[src/rtl/multdiv_pkg.sv]
// Shared constants and encodings for the multi-cycle multiply/divide unit.
package multdiv_pkg;

    localparam int WIDTH = 32;

    typedef enum logic [1:0] {
        IDLE = 2'd0,
        MUL  = 2'd1,
        DIV  = 2'd2,
        DONE = 2'd3
    } state_t;

    localparam logic OP_MUL = 1'b0;
    localparam logic OP_DIV = 1'b1;

    localparam logic [31:0] INT_MIN = 32'h8000_0000;

endpackage

[src/rtl/multdiv_ctrl.sv]
// Sequencer for multdiv: start arbitration, iteration counter, busy/ready.
//  state | meaning
//  IDLE  | waiting for ctrl_MULT / ctrl_DIV (multiply wins a tie)
//  MUL   | one Booth step per clock
//  DIV   | one non-restoring step per clock
//  DONE  | results registered this edge; ready pulses next cycle
module multdiv_ctrl #(
    parameter int ITERS = 32
) (
    input  logic clock,
    input  logic ctrl_reset,
    input  logic i_mult,
    input  logic i_div,
    output logic o_start,
    output logic o_start_mul,
    output logic o_step_mul,
    output logic o_step_div,
    output logic o_finish,
    output logic o_busy,
    output logic o_rdy
);
    import multdiv_pkg::*;

    localparam int CW = $clog2(ITERS) + 1;
    localparam logic [CW-1:0] LAST = CW'(ITERS - 1);

    state_t          r_state;
    state_t          w_next;
    logic [CW-1:0]   r_cnt;
    logic            w_last;

    assign w_last     = (r_cnt == LAST);
    assign o_step_mul = (r_state == MUL);
    assign o_step_div = (r_state == DIV);
    assign o_finish   = (r_state == DONE);

    always_comb begin
        w_next      = r_state;
        o_start     = 1'b0;
        o_start_mul = 1'b0;
        case (r_state)
            IDLE: begin
                if (i_mult || i_div) begin
                    o_start     = 1'b1;
                    o_start_mul = i_mult;
                    w_next      = i_mult ? MUL : DIV;
                end
            end
            MUL, DIV: begin
                if (w_last)
                    w_next = DONE;
            end
            DONE:    w_next = IDLE;
            default: w_next = IDLE;
        endcase
    end

    always_ff @(posedge clock or posedge ctrl_reset) begin
        if (ctrl_reset) begin
            r_state <= IDLE;
            r_cnt   <= '0;
            o_busy  <= 1'b0;
            o_rdy   <= 1'b0;
        end else begin
            r_state <= w_next;
            o_rdy   <= (r_state == DONE);
            if (o_start)
                r_cnt <= '0;
            else if (o_step_mul || o_step_div)
                r_cnt <= w_last ? '0 : r_cnt + 1'b1;
            // A start on the ready cycle keeps busy high without a gap
            if (o_start)
                o_busy <= 1'b1;
            else if (o_rdy)
                o_busy <= 1'b0;
        end
    end

endmodule

[src/rtl/multdiv.sv]
// Iterative signed multiply (radix-2 Booth) / divide (non-restoring) unit.
// Results register one edge after the last iteration and then hold.
module multdiv #(
    parameter int WIDTH = 32,
    parameter int ITERS = WIDTH
) (
    input  logic             clock,
    input  logic             ctrl_reset,
    input  logic             ctrl_MULT,
    input  logic             ctrl_DIV,
    input  logic [WIDTH-1:0] data_operandA,
    input  logic [WIDTH-1:0] data_operandB,
    output logic [WIDTH-1:0] data_result,
    output logic             data_exception,
    output logic             data_resultRDY,
    output logic             busy
);
    import multdiv_pkg::*;

    logic               w_start, w_start_mul, w_step_mul, w_step_div, w_finish;
    logic [WIDTH-1:0]   r_opa, r_opb;
    logic               r_op;
    logic [2*WIDTH:0]   r_acc;
    logic [WIDTH:0]     r_rem;
    logic [WIDTH-1:0]   r_quo;

    multdiv_ctrl #(.ITERS(ITERS)) u_ctrl (
        .clock       (clock),
        .ctrl_reset  (ctrl_reset),
        .i_mult      (ctrl_MULT),
        .i_div       (ctrl_DIV),
        .o_start     (w_start),
        .o_start_mul (w_start_mul),
        .o_step_mul  (w_step_mul),
        .o_step_div  (w_step_div),
        .o_finish    (w_finish),
        .o_busy      (busy),
        .o_rdy       (data_resultRDY)
    );

    // Booth add is one bit wider than the upper half so -INT_MIN cannot wrap
    logic [WIDTH:0]     w_upper, w_mext, w_sum;
    assign w_upper = {r_acc[2*WIDTH], r_acc[2*WIDTH:WIDTH+1]};
    assign w_mext  = {r_opa[WIDTH-1], r_opa};

    always_comb begin
        case (r_acc[1:0])
            2'b01:   w_sum = w_upper + w_mext;
            2'b10:   w_sum = w_upper - w_mext;
            default: w_sum = w_upper;
        endcase
    end

    logic [WIDTH-1:0]   w_abs_a, w_dvs;
    logic [WIDTH:0]     w_rem_sh, w_dext, w_rem_nx;
    assign w_abs_a  = data_operandA[WIDTH-1] ? -data_operandA : data_operandA;
    assign w_dvs    = r_opb[WIDTH-1] ? -r_opb : r_opb;
    assign w_dext   = {1'b0, w_dvs};
    // Partial remainder always lies in [-D, D), so modulo 2^(WIDTH+1) is exact
    assign w_rem_sh = {r_rem[WIDTH-1:0], r_quo[WIDTH-1]};
    assign w_rem_nx = r_rem[WIDTH] ? (w_rem_sh + w_dext) : (w_rem_sh - w_dext);

    logic [2*WIDTH-1:0] w_prod;
    logic [WIDTH-1:0]   w_quo_s, w_res;
    logic               w_mul_exc, w_exc;
    assign w_prod    = r_acc[2*WIDTH:1];
    assign w_mul_exc = !((&w_prod[2*WIDTH-1:WIDTH-1]) || !(|w_prod[2*WIDTH-1:WIDTH-1]));
    assign w_quo_s   = (r_opa[WIDTH-1] ^ r_opb[WIDTH-1]) ? -r_quo : r_quo;

    always_comb begin
        w_res = '0;
        w_exc = 1'b0;
        if (r_op == OP_MUL) begin
            w_res = w_prod[WIDTH-1:0];
            w_exc = w_mul_exc;
        end else if (r_opb == '0) begin
            w_res = '0;
            w_exc = 1'b1;
        end else if ((r_opa == INT_MIN) && (&r_opb)) begin
            w_res = INT_MIN;
            w_exc = 1'b1;
        end else begin
            w_res = w_quo_s;
        end
    end

    always_ff @(posedge clock or posedge ctrl_reset) begin
        if (ctrl_reset) begin
            r_opa          <= '0;
            r_opb          <= '0;
            r_op           <= OP_MUL;
            r_acc          <= '0;
            r_rem          <= '0;
            r_quo          <= '0;
            data_result    <= '0;
            data_exception <= 1'b0;
        end else begin
            if (w_start) begin
                r_opa <= data_operandA;
                r_opb <= data_operandB;
                r_op  <= w_start_mul ? OP_MUL : OP_DIV;
                r_acc <= {{WIDTH{1'b0}}, data_operandB, 1'b0};
                r_rem <= '0;
                r_quo <= w_abs_a;
            end else if (w_step_mul) begin
                r_acc <= {w_sum, r_acc[WIDTH:1]};
            end else if (w_step_div) begin
                r_rem <= w_rem_nx;
                r_quo <= {r_quo[WIDTH-2:0], ~w_rem_nx[WIDTH]};
            end
            if (w_finish) begin
                data_result    <= w_res;
                data_exception <= w_exc;
            end
        end
    end

endmodule

[config.mk]
export PLATFORM = sky130hd
export DESIGN_NAME = multdiv
export DESIGN_NICKNAME = d
export VERILOG_FILES = /design/src/rtl/multdiv_pkg.sv /design/src/rtl/multdiv_ctrl.sv /design/src/rtl/multdiv.sv
export SDC_FILE = /design/constraint.sdc
export NUM_CORES = 1
export LEC_CHECK = 0
export BUFFER_PORTS_ARGS = -buffer_cell sky130_fd_sc_hd__buf_4
export CAP_MARGIN = 10
export CORE_ASPECT_RATIO = 0.7
export CORE_MARGIN = 2
export CORE_UTILIZATION = 55
export DETAILED_ROUTE_END_ITERATION = 10
export GPL_TIMING_DRIVEN = 0
export PLACE_DENSITY = 0.73
export SLEW_MARGIN = 25
export SYNTH_ARGS = -nofsm -noshare
export SYNTH_HDL_FRONTEND = slang
export SYNTH_HIERARCHICAL = 1
export SYNTH_SLANG_ARGS = --single-unit
[constraint.sdc]
create_clock -name clock -period 10.6 [get_ports clock]
set_input_delay 0.53 -clock clock [delete_from_list [all_inputs] [get_ports clock]]
set_output_delay 0.53 -clock clock [all_outputs]
set_load 0.1 [all_outputs]
==> impl_metrics.ini <==
[status]
status = completed

[placed_design]
dpl.hpwl_microns = 42300
port_buffers = 102
place_ws_ns = 4.18
place_congestion = 0.990

[clocking]
cts_buffers = 26
cts_max_path_buffers = 3
cts_setup_buffers = 0
clk_latency_ns = 0.57
clkSinkCount = 238
ctsHoldBuffers = 1
cts_tree = done
clk_pin_slew_ns = 0.06
cts.repair.resized = 0
htree_levels = 1
cts_root_buf = clkbuf_16

[setup_path]
cp_max_fo = 10
slowest_delay_ns = 0.60
crit_cells = 18
crit_path_frequent_cell = clkbuf_1
reg2reg_slack_ns = 3.92
critPathSlowestCell = clkbuf_1
crit_family = buffers and inverters
path_cells = clkbuf_1 > clkbuf_1 > clkbuf_1 > clkbuf_1 > buf_1 > o21ai_0 > xnor2_1 > xnor2_1 > ha_1 > nand3_1 > or3_1 > o221ai_1 > nand2_1 > o31a_1 > o211ai_1 > nor2_1 > mux2i_1 > o311ai_1
critPathRequiredTime_ns = 11.00
crit_type = register to register
reg2reg_depth = 18
worstPathArrival_ns = 7.08
crit_buf_inv = 5
endpoint_kind = register
start_kind = register

[sta]
relSlewSlack_pct = 31.8
setup_tns_ns = 0
setup_viol = 0
setup_slack_ns = 3.92
finClkSkew_ns = 0.00769
rsz0062_at_grt = false
hold_viol_final = 0
max_freq_mhz = 150
fin_crit_sh_pct = 63.0
drv_slew = 0
layout_min_cycle_time_ns = 6.68
worstMarginPinSlew_ns = 1.02

[cells_and_area]
drive_gt1_share_pct = 9.04
final_nets = 2343
seq_area_sq_um = 5960
final_core_util_pct = 63.1
nFillCells = 2667
area.growth.synth_to_final_pct = 13.5
multi_input_area_sq_um = 10500

[global_routing]
grtUsageTotal_pct = 33.5
grt_overflow = 0
grt_max_degree = 87
grt_pass1_wl_microns = 87300
antenna_found_initial = 2
first_global_vias = 15300

[logic_synthesis]
yosysSeqAreaShare_pct = 34.5
synth-seq-cells = 238
synthFlopType = dfrtp_1
synth_area_leaders = dfrtp_1, xnor2_1, a21oi_1
yosys_warnings = 6
synth_edf_count = 0
synth_top_cell_area_share_pct = 34.5
netlist_area_sq_um = 17200
yosysMostFrequentCell = dfrtp_1
synth_cell_type_count = 79
synth_nets = 2210
ys_async_sr_fraction_pct = 100
syn_avg_cell_area_sq_um = 8.36
yosysTopAreaCell = dfrtp_1
ys_top_cells_by_count = dfrtp_1, nand2_1, a21oi_1
synthCells = 2062

[routing]
num_vias = 16400
drtIter0Drc = 1888
vias_per_cell = 6.22
drt-pass1-iter-count = 5
drcViolationCount = 0
wirelength_microns = 55600
wire_per_inst_microns = 21.1
ant_nets = 0

[die]
num_rows = 54
ios = 103
core_sq_um = 31000
die_area_sq_um = 32800
fp.dieH_microns = 152
die_w_microns = 216
initial_core_util_pct = 55.6

[min_path]
hold_class = input pin to register
min_path_cells = 2

[run]
drv_cap = 0
layer usage:
metal | track usage, % | vias up | share of wire, %
li1 | - | 7598 | -
met1 | 51.4 | 7942 | 46
met2 | 46.5 | 751 | 41
met3 | 8.54 | 96 | 10
met4 | 8.67 | 4 | 2.5
met5 | 1.45 | - | 0.13
worst paths after layout:
check                                    endpoint         start
worst max-delay path                     r_quo[0]     r_opb[31]
worst min-delay path            u_ctrl/r_state[0]      ctrl_DIV
worst max register to register           r_quo[0]     r_opb[31]
worst min register to register      u_ctrl/o_busy  u_ctrl/o_rdy
max in group asynchronous               r_opb[11]    ctrl_reset
min in group asynchronous           u_ctrl/o_busy    ctrl_reset
cells by family (layout without fill, tap and decap cells):
family,after synthesis,after routing,synth area share (%)
and+or+nand+nor,660,660,18.3
AOI/OAI and AO/OA,597,597,21.1
DFF,238,238,34.5
xor gates and xnor gates,203,203,10.4
buffers and inverters,194,345,4.33
muxes,90,90,5.41
adders and majority gates,80,80,5.89
other,0,1,0
flip-flops by register name (all words and copies together) (netlist names):
signal	cells
data_exception	1
u_ctrl/o_rdy	1
u_ctrl/r_state	2
r_acc	65
data_result	32
r_opb	32
r_op	1
u_ctrl/r_cnt	6
r_rem	33
r_quo	32
r_opa	32
u_ctrl/o_busy	1
layout make-up:
type | count | area share [%]
clock inverter | 9 | 0.940
sequential | 238 | 30.4
clock buffer | 37 | 4.00
antenna | 1 | 0.0128
buffer | 112 | 2.24
inverter | 82 | 1.61
tap | 420 | 2.68
timing repair buffer | 105 | 4.24
multi-input combinational | 1630 | 53.8
cell usage in the layout, fill, tap and decap left out, drive strengths merged, types with 7 or more instances in the layout:
cell type,netlist,final
ha,78,78
o21a,12,12
nand2,233,233
and2,8,8
o211ai,12,12
o41ai,13,13
a21o,36,36
dfrtp,238,238
nand2b,20,20
nor2b,47,47
a311oi,20,20
a211oi,9,9
and3,18,18
buf,19,123
nand4,32,32
xnor2,162,162
a31oi,21,21
mux2i,64,64
nand3,27,27
o21bai,8,8
a21oi,204,204
or3,22,22
xor2,41,41
o31ai,24,24
clkbuf,93,130
nor3b,8,8
inv,81,81
or4,7,7
mux2,26,26
nor2,158,158
o21ai,182,182
nor4,21,21
nor3,38,38
stage by stage:
| step | hold slack (ns) | cells | instance area (sq um) |
|---|---|---|---|
| CTS | 0.178 | 2633 | 19600 |
| global placement | 0.434 | 2584 | 18500 |
| detailed placement | 0.452 | 2586 | 18600 |
| finish | 0.189 | 2634 | 19600 |
| floorplan | 0.370 | 2062 | 17200 |
| global route | 0.192 | 2633 | 19600 |
Power is not shown: default switching activity piles up to over one toggle a cycle in this logic, so the estimate is an artifact.
